File: src/rtl/dmem_arb_pkg.sv
// Shared types and default constants for the DataMem arbiter.
package dmem_arb_pkg;

    typedef enum logic [1:0] {
        IDLE,
        ISSUE,
        RDWAIT
    } state_t;

    typedef enum logic {
        CORE = 1'b0,
        HOST = 1'b1
    } requester_t;

    localparam int unsigned DEF_DATA_W        = 16;
    localparam int unsigned DEF_ADDR_W        = 16;
    localparam int unsigned DEF_HOST_MAX_WAIT = 8;

endpackage

File: src/rtl/dmem_arb_pick.sv
// Combinational winner selection between core and host requesters.
module dmem_arb_pick
    import dmem_arb_pkg::*;
#(
    parameter bit RR_EN = 1'b0
) (
    input  logic       core_req,
    input  logic       host_req,
    input  requester_t last_grant,
    input  logic       age_hit,
    output logic       any_req,
    output requester_t winner
);

    always_comb begin
        any_req = core_req | host_req;
        winner  = CORE;
        if (core_req && host_req) begin
            // Ties: round-robin alternates away from the last grant; fixed priority
            // favours core unless the host has aged out.
            if (RR_EN) begin
                winner = (last_grant == CORE) ? HOST : CORE;
            end else begin
                winner = age_hit ? HOST : CORE;
            end
        end else if (host_req) begin
            winner = HOST;
        end
    end

endmodule

File: src/rtl/dmem_arbiter.sv
// Two-requester (core/host) arbiter for a single-port DataMem.
// Define DMEM_ARB_RR_EN for round-robin ties; default is fixed priority with host aging.
module dmem_arbiter
    import dmem_arb_pkg::*;
#(
    parameter int unsigned DATA_W        = DEF_DATA_W,
    parameter int unsigned ADDR_W        = DEF_ADDR_W,
    parameter int unsigned HOST_MAX_WAIT = DEF_HOST_MAX_WAIT
) (
    input  logic              CLK,
    input  logic              Reset,
    input  logic              core_req,
    input  logic              core_we,
    input  logic [ADDR_W-1:0] core_addr,
    input  logic [DATA_W-1:0] core_wdata,
    output logic              core_gnt,
    output logic              core_rvalid,
    output logic [DATA_W-1:0] core_rdata,
    input  logic              host_req,
    input  logic              host_we,
    input  logic [ADDR_W-1:0] host_addr,
    input  logic [DATA_W-1:0] host_wdata,
    output logic              host_gnt,
    output logic              host_rvalid,
    output logic [DATA_W-1:0] host_rdata,
    output logic [ADDR_W-1:0] mem_addr,
    output logic [DATA_W-1:0] mem_din,
    output logic              mem_we,
    input  logic [DATA_W-1:0] mem_dout,
    output logic              busy
);

`ifdef DMEM_ARB_RR_EN
    localparam bit RR_EN = 1'b1;
`else
    localparam bit RR_EN = 1'b0;
`endif

    state_t            state;
    state_t            state_next;
    requester_t        winner;
    requester_t        last_grant;
    requester_t        lat_winner;
    logic              any_req;
    logic              age_hit;
    logic              take;
    logic              lat_we;
    logic [ADDR_W-1:0] lat_addr;
    logic [DATA_W-1:0] lat_wdata;
    logic [DATA_W-1:0] core_rdata_q;
    logic [DATA_W-1:0] host_rdata_q;

    dmem_arb_pick #(
        .RR_EN (RR_EN)
    ) u_pick (
        .core_req   (core_req),
        .host_req   (host_req),
        .last_grant (last_grant),
        .age_hit    (age_hit),
        .any_req    (any_req),
        .winner     (winner)
    );

`ifdef DMEM_ARB_RR_EN
    assign age_hit = 1'b0;
`else
    localparam int unsigned AGE_W = $clog2(HOST_MAX_WAIT + 1);
    localparam logic [AGE_W-1:0] AGE_MAX = AGE_W'(HOST_MAX_WAIT);

    logic [AGE_W-1:0] age_cnt;

    always_ff @(posedge CLK or negedge Reset) begin
        if (!Reset) begin
            age_cnt <= '0;
        end else if (take && (winner == HOST)) begin
            age_cnt <= '0;
        end else if (host_req && (age_cnt != AGE_MAX)) begin
            age_cnt <= age_cnt + 1'b1;
        end
    end

    assign age_hit = (age_cnt >= AGE_MAX);
`endif

    always_comb begin
        state_next  = state;
        take        = 1'b0;
        core_gnt    = 1'b0;
        host_gnt    = 1'b0;
        core_rvalid = 1'b0;
        host_rvalid = 1'b0;
        mem_we      = 1'b0;
        core_rdata  = core_rdata_q;
        host_rdata  = host_rdata_q;
        unique case (state)
            IDLE: begin
                if (any_req) begin
                    take       = 1'b1;
                    // Grants are masked while reset is held so outputs read 0 immediately.
                    core_gnt   = Reset & (winner == CORE);
                    host_gnt   = Reset & (winner == HOST);
                    state_next = ISSUE;
                end
            end
            ISSUE: begin
                mem_we     = lat_we;
                state_next = lat_we ? IDLE : RDWAIT;
            end
            RDWAIT: begin
                if (lat_winner == CORE) begin
                    core_rvalid = 1'b1;
                    core_rdata  = mem_dout;
                end else begin
                    host_rvalid = 1'b1;
                    host_rdata  = mem_dout;
                end
                state_next = IDLE;
            end
            default: state_next = IDLE;
        endcase
    end

    always_ff @(posedge CLK or negedge Reset) begin
        if (!Reset) begin
            state        <= IDLE;
            lat_winner   <= CORE;
            last_grant   <= HOST;
            lat_we       <= 1'b0;
            lat_addr     <= '0;
            lat_wdata    <= '0;
            core_rdata_q <= '0;
            host_rdata_q <= '0;
        end else begin
            state <= state_next;
            if (take) begin
                lat_winner <= winner;
                last_grant <= winner;
                if (winner == CORE) begin
                    lat_we    <= core_we;
                    lat_addr  <= core_addr;
                    lat_wdata <= core_wdata;
                end else begin
                    lat_we    <= host_we;
                    lat_addr  <= host_addr;
                    lat_wdata <= host_wdata;
                end
            end
            if (core_rvalid) begin
                core_rdata_q <= mem_dout;
            end
            if (host_rvalid) begin
                host_rdata_q <= mem_dout;
            end
        end
    end

    assign mem_addr = lat_addr;
    assign mem_din  = lat_wdata;
    assign busy     = (state != IDLE);

endmodule

File: config.mk
export PLATFORM = sky130hd
export DESIGN_NAME = dmem_arbiter
export DESIGN_NICKNAME = d
export VERILOG_FILES = /design/src/rtl/dmem_arb_pkg.sv /design/src/rtl/dmem_arb_pick.sv /design/src/rtl/dmem_arbiter.sv
export SDC_FILE = /design/constraint.sdc
export NUM_CORES = 1
export LEC_CHECK = 0
export CAP_MARGIN = 5
export CORE_AREA = 2 2 112 114
export CTS_CLUSTER_DIAMETER = 200
export CTS_CLUSTER_SIZE = 28
export DETAILED_ROUTE_END_ITERATION = 6
export DIE_AREA = 0 0 114 116
export GPL_ROUTABILITY_DRIVEN = 0
export PLACE_DENSITY_LB_ADDON = 0.12
export SLEW_MARGIN = 25
export SYNTH_ARGS = -nofsm -noshare
export SYNTH_HDL_FRONTEND = slang
export SYNTH_SLANG_ARGS = --single-unit
export TNS_END_PERCENT = 5
File: constraint.sdc
create_clock -name CLK -period 2.3 [get_ports CLK]
set_input_delay 0.575 -clock CLK [delete_from_list [all_inputs] [get_ports CLK]]
set_output_delay 0.575 -clock CLK [all_outputs]
set_load 0.01 [all_outputs]
# Word level (Yosys, flattened, before mapping)
# Cells that the tools add are included.
[word_totals]
input_bits = 86
out_inout_bits = 70
register_bits = 72
elab_cells = 50
[op_classes]
magnitude_cmp = 1
bitwise_logic = 4
mux = 26
reduce_logical = 6
n_eq_ne = 4
addsub = 1
[ops]
columns = ["cell", "n"]
rows = [
  ["2-to-1 mux 16 bit", 6],
  ["2-to-1 mux 1 bit", 15],
  ["2-to-1 mux 4 bit", 2],
  ["adder 4 x 1 -> 4 bit, second input constant", 1],
  ["greater-or-equal comparator 4 bit, second input constant", 1],
  ["2-to-1 mux 2 bit", 2],
  ["inequality test 4 bit, second input constant", 1],
  ["case mux 2 bit (2 select lines)", 1],
  ["nonzero test 2 bit", 2],
  ["logical AND 1 bit", 3],
  ["bitwise AND 1 bit", 2],
  ["== test 2 x 1 -> 1 bit, second input constant", 1],
  ["== test 2 bit, second input constant", 1],
  ["zero test 2 bit", 1],
  ["inequality test 2 bit, second input constant", 1],
  ["NOT 1 bit", 1],
  ["bitwise OR 1 bit", 1],
]

# Longest topological paths before layout
[logic_depth]
word_depth = 7
depth_mapped = 5

# By module
# From an unflattened synthesis, not the netlist that was laid out.
[unflattened]
cells_unflattened = 291
area_unflattened_um2 = 3545.9
[modules_own_cells]
columns = ["module", "cells_per_inst", "n_inst", "area_per_inst_um2", "seq_area_each_um2"]
rows = [
  ["dmem_arbiter", 288, 1, 3528.4, 1828.0],
  ["dmem_arb_pick", 3, 1, 17.5, 0.0],
]

# Least setup slack after synthesis
# No wires, ideal clock.
[synth_timing]
path_type = "input -> output"
start = "in host_req"
end = "out core_gnt"
arrival_time_ns = 1.336
t_required_ns = 1.725
path_slack_ns = 0.389
stages = 5
n_path_buf = 3
path_cell_list = "buf_2 > buf_2 > buf_2 > nand2_1 > and3_1"
[synth_between]
elab_chain_len = 6
word_cells_on_any_way = 8
cone_classes = "4 x mux; 3 x bitwise; 1 x reduce/logical"
[synth_rtl]
columns = ["item", "line", "source"]
rows = [
  ["from (decl)", "dmem_arbiter.sv:19", "input logic host_req,"],
  ["2-to-1 mux 1 bit or logical AND 1 bit (tied branches)", "dmem_arb_pick.sv:26, dmem_arb_pick.sv:18", ""],
  ["2-to-1 mux 1 bit", "dmem_arb_pick.sv:18", "if (core_req && host_req) begin"],
  ["NOT 1 bit", "n/a", ""],
  ["bitwise AND 1 bit", "dmem_arbiter.sv:100", "core_gnt = Reset & (winner == CORE);"],
  ["2-to-1 mux 1 bit *", "dmem_arbiter.sv:97", "if (any_req) begin"],
  ["2-to-1 mux 1 bit *", "dmem_arbiter.sv:95", "unique case (state)"],
  ["to (decl)", "dmem_arbiter.sv:16", "output logic core_gnt,"],
]
# Mark *: on every way between the ends. The rest lies on a longest branch, timed or not.

# Final worst setup path
[layout_timing]
start = "reg lat_winner"
end = "out core_rdata[9]"
[layout_between]
elab_chain_len = 2
[layout_rtl]
columns = ["item", "line", "source"]
rows = [
  ["from (decl)", "dmem_arbiter.sv:43", "requester_t lat_winner;"],
  ["from (signal assigned)", "dmem_arbiter.sv:136", "lat_winner <= winner;"],
  ["2-to-1 mux 16 bit", "dmem_arbiter.sv:110", "if (lat_winner == CORE) begin"],
  ["2-to-1 mux 16 bit", "dmem_arbiter.sv:95", ""],
  ["to (decl)", "dmem_arbiter.sv:18", "output logic [DATA_W-1:0] core_rdata,"],
]
# Every way passes these cells.

==> impl_results.md <==
- Status: finished, violations left
- Failing checks: setup timing
- Leak: ~2.6 nW
- Die Ht: between 100 and 150 um
- WL final: 11600 um
- Worst EP arrival: ~1900 ps
- Antenna fix cells: 0
- CTS tree: yes
- Clk_lat worst skew: around 330 ps
- Final Hold Viols: 0
- RR Endpoint: mem_din[7]
- DR vias/cell: 5.21
- Post-Synthesis Cells: between 300 and 400
- Initial Utilization: 0.309
- DIE WIDTH: 114 um
- Synthesized area: about 3700 um2
- Unrepaired setup endpoints after global routing: true
- CP Capture Point: core_rdata[9]
- Max_cap viols: 0
- Final core utilization: 0.515
- H-tree depth: 3
- Worst-margin pin slew: about 620 ps
- Pwr Density: approximately 1300 nW/um2
- Non-filler cells, final: between 600 and 700
- Min cycle time layout: approximately 2400 ps
- Final setup viols: 16
- Setup crit start kind: flip-flop
- Post-synth top flop: dfrtp_1
- Site row count: 40
- Die Area: about 13000 um2
- Flop-to-flop setup slack: between 500 and 600 ps
- FF-to-FF path depth: 8
- CTS buffer count: 9
- Crit path depth: 7
- Sinks on Clock Net: about 70
- CP max-delay cell: dfrtp_1
- DR pass1 iterations: 4
- Slew Viols, Final: 0
- FMAX: 0.412 GHz
- Core area: ~12000 um2
- Yosys warns: 0
- Synth cell types: 30
- Initial DRC Count: ~140
- Area share of the largest cell type after synthesis: 0.489
- CP bufs+invs: 5
- Crit path launch: lat_winner
- Worst path most repeated cell: buf_6
- First-pass GRT wire length: 18200 um
- EDFF count, synth: 0
- WP data required: 1730 ps
- Fraction of layout instances using a drive strength above 1: 0.359
- CP Cell Sequence: buf_6, nor3b_4, buf_6, clkbuf_16, buf_6, mux2_4, buf_6
- Post-DRT Antenna Nets: 0
- Top cells by area, synth: dfrtp_1, mux2_2, a2bb2oi_1
- Worst R2R Start: state[0]
- Half-perimeter wire length after placement: about 7500 um
- Final instance area: between 6000 and 7000 um2
- Synth top cells by count: dfrtp_1, mux2_2, a2bb2oi_1
- Place WS: -355 ps
- Critical path's largest stage delay: 390 ps
- Input/output buffers: 155
- Hold Crit Class: input pin to asynchronous set/reset pin
- Family of cells with the greatest summed delay on the critical path: buffers and inverters
- Syn_nets: between 300 and 400
- Syn Area/Cell: around 12 um2
- GRT overflow: 0
- Worst-path clk slew: about 60 ps
- Ys async rst share: 1.00
- Final nets: around 590
- Rel. slew slack: 0.586
- Remaining DRCs: 0
- Dpl cells: 612
- Most common cell in the synthesized netlist: dfrtp_1
- Peak supply drop: about 0.48 mV
- Vias post-DR: approximately 3400
- Clock Skew: ~4.7 ps
- Sequential cell area fraction in the yosys report: 0.489
- Largest net degree at the start of global routing: 47
- IO Count: 156
- Number of global-route vias before repair: 3612
- Critical path class: flip-flop to output port
- FILL cells: about 1100
- Final period utilization: 1.06
- Clock Tree Buf Depth: 2
- Area after DPL: 5570 um2
- Area Growth Syn to Fin: 66.6%
- Initial antenna violation count: 1
- CP Capture Type: output port
- Final WS setup: -128 ps
- Routed len/inst: 17.9 um
- Final total power: approximately 0.0079 W
- Seq cells post-synth: 72
- Root buf cell: clkbuf_16
- Synth area leader: dfrtp_1
- GRT Overall Usage: 0.177
- CP max FO: 5
[registers in the layout (all words and copies together), names as in the netlist]
register      cells
age_cnt           4
core_rdata_q     16
host_rdata_q     16
lat_we            1
lat_winner        1
mem_addr         16
mem_din          16
state             2
[placed cells by master (no fill, tap or decap), drive strengths merged]
cell type,netlist,routed
and3b,1,1
clkinv,0,3
nor3b,2,2
nand2b,1,1
dfrtp,72,72
buf,17,82
and2b,1,1
mux2i,2,2
clkbuf,13,25
and3,3,3
clkdlybuf4s50,0,117
bufbuf,0,1
o21ai,35,35
nor2,4,4
a311oi,33,33
a221oi,1,1
nand3b,2,2
ha,2,2
a21oi,4,4
xor2,1,1
inv,5,5
a2bb2oi,34,34
mux2,64,64
dlygate4sd2,0,3
nand4,1,1
nand2,3,3
[report_power, final]
group,switching (W),internal (W)
registers,0.000370,0.00191
logic,0.00172,0.00260
clock network,0.000509,0.000813
total,0.00260,0.00532
[final cells by class]
cell class / instances / area, um2 / share of cell area
Multi-Input combinational cell: 194 / 1760 / 0.287
Inverter: 5 / 18.8 / 0.00306
Clock buffer: 13 / 270 / 0.0441
Clock inverter: 3 / 15.0 / 0.00245
Tap cell: 147 / 184 / 0.0300
Sequential cell: 72 / 1800 / 0.294
Timing Repair Buffer: 215 / 2080 / 0.339
[how the worst min path moves through the flow]
stage,end,startpoint,depth (start not counted),slack (ps)
floorplan,age_cnt[0],Reset,0,280
global placement,state[1],lat_we,1,480
detailed placement,state[1],lat_we,1,470
CTS,mem_din[0],Reset,2,190
global route,mem_din[0],Reset,2,210
finish,mem_din[0],Reset,2,200
[cells by family after synthesis]
kind of cell	synth area share
AOI/OAI and AO/OA	0.215
DFF	0.489
muxes	0.201
buffers and inverters	0.0482
and+or+nand+nor	0.0374
adders and majority gates	0.00679
xor gates and xnor gates	0.00238
[what timing repair did]
item | 4_1_cts | 5_1_grt
hold endpoints to repair | 0 | 0
endpoints found under the setup margin | 36 | 33
gates cloned | 3 | 1
buffers inserted | 8 | 11
hold buffers | 0 | 0
pin swaps | 2 | 1
resized for setup | 151 | 29
[stage by stage]
| stage | TNS (ps) | hold slack (ps) |
|---|---|---|
| finish | -1650 | 198 |
| global route | -3620 | 210 |
| CTS | -1490 | 191 |
| detailed placement | -2230 | 466 |
| global placement | -2370 | 479 |
| floorplan | 0 | 279 |
[routing by layer]
| metal | up-vias | global-route usage | wire, um |
|---|---|---|---|
| li1 | 1561 | - | - |
| met1 | 1662 | 0.210 | 5050 |
| met2 | 134 | 0.297 | 5400 |
| met3 | 22 | 0.0513 | 842 |
| met4 | 2 | 0.0829 | 315 |
| met5 | - | 0 | 10 |
Note: power is estimated with default switching activity, not from simulation.
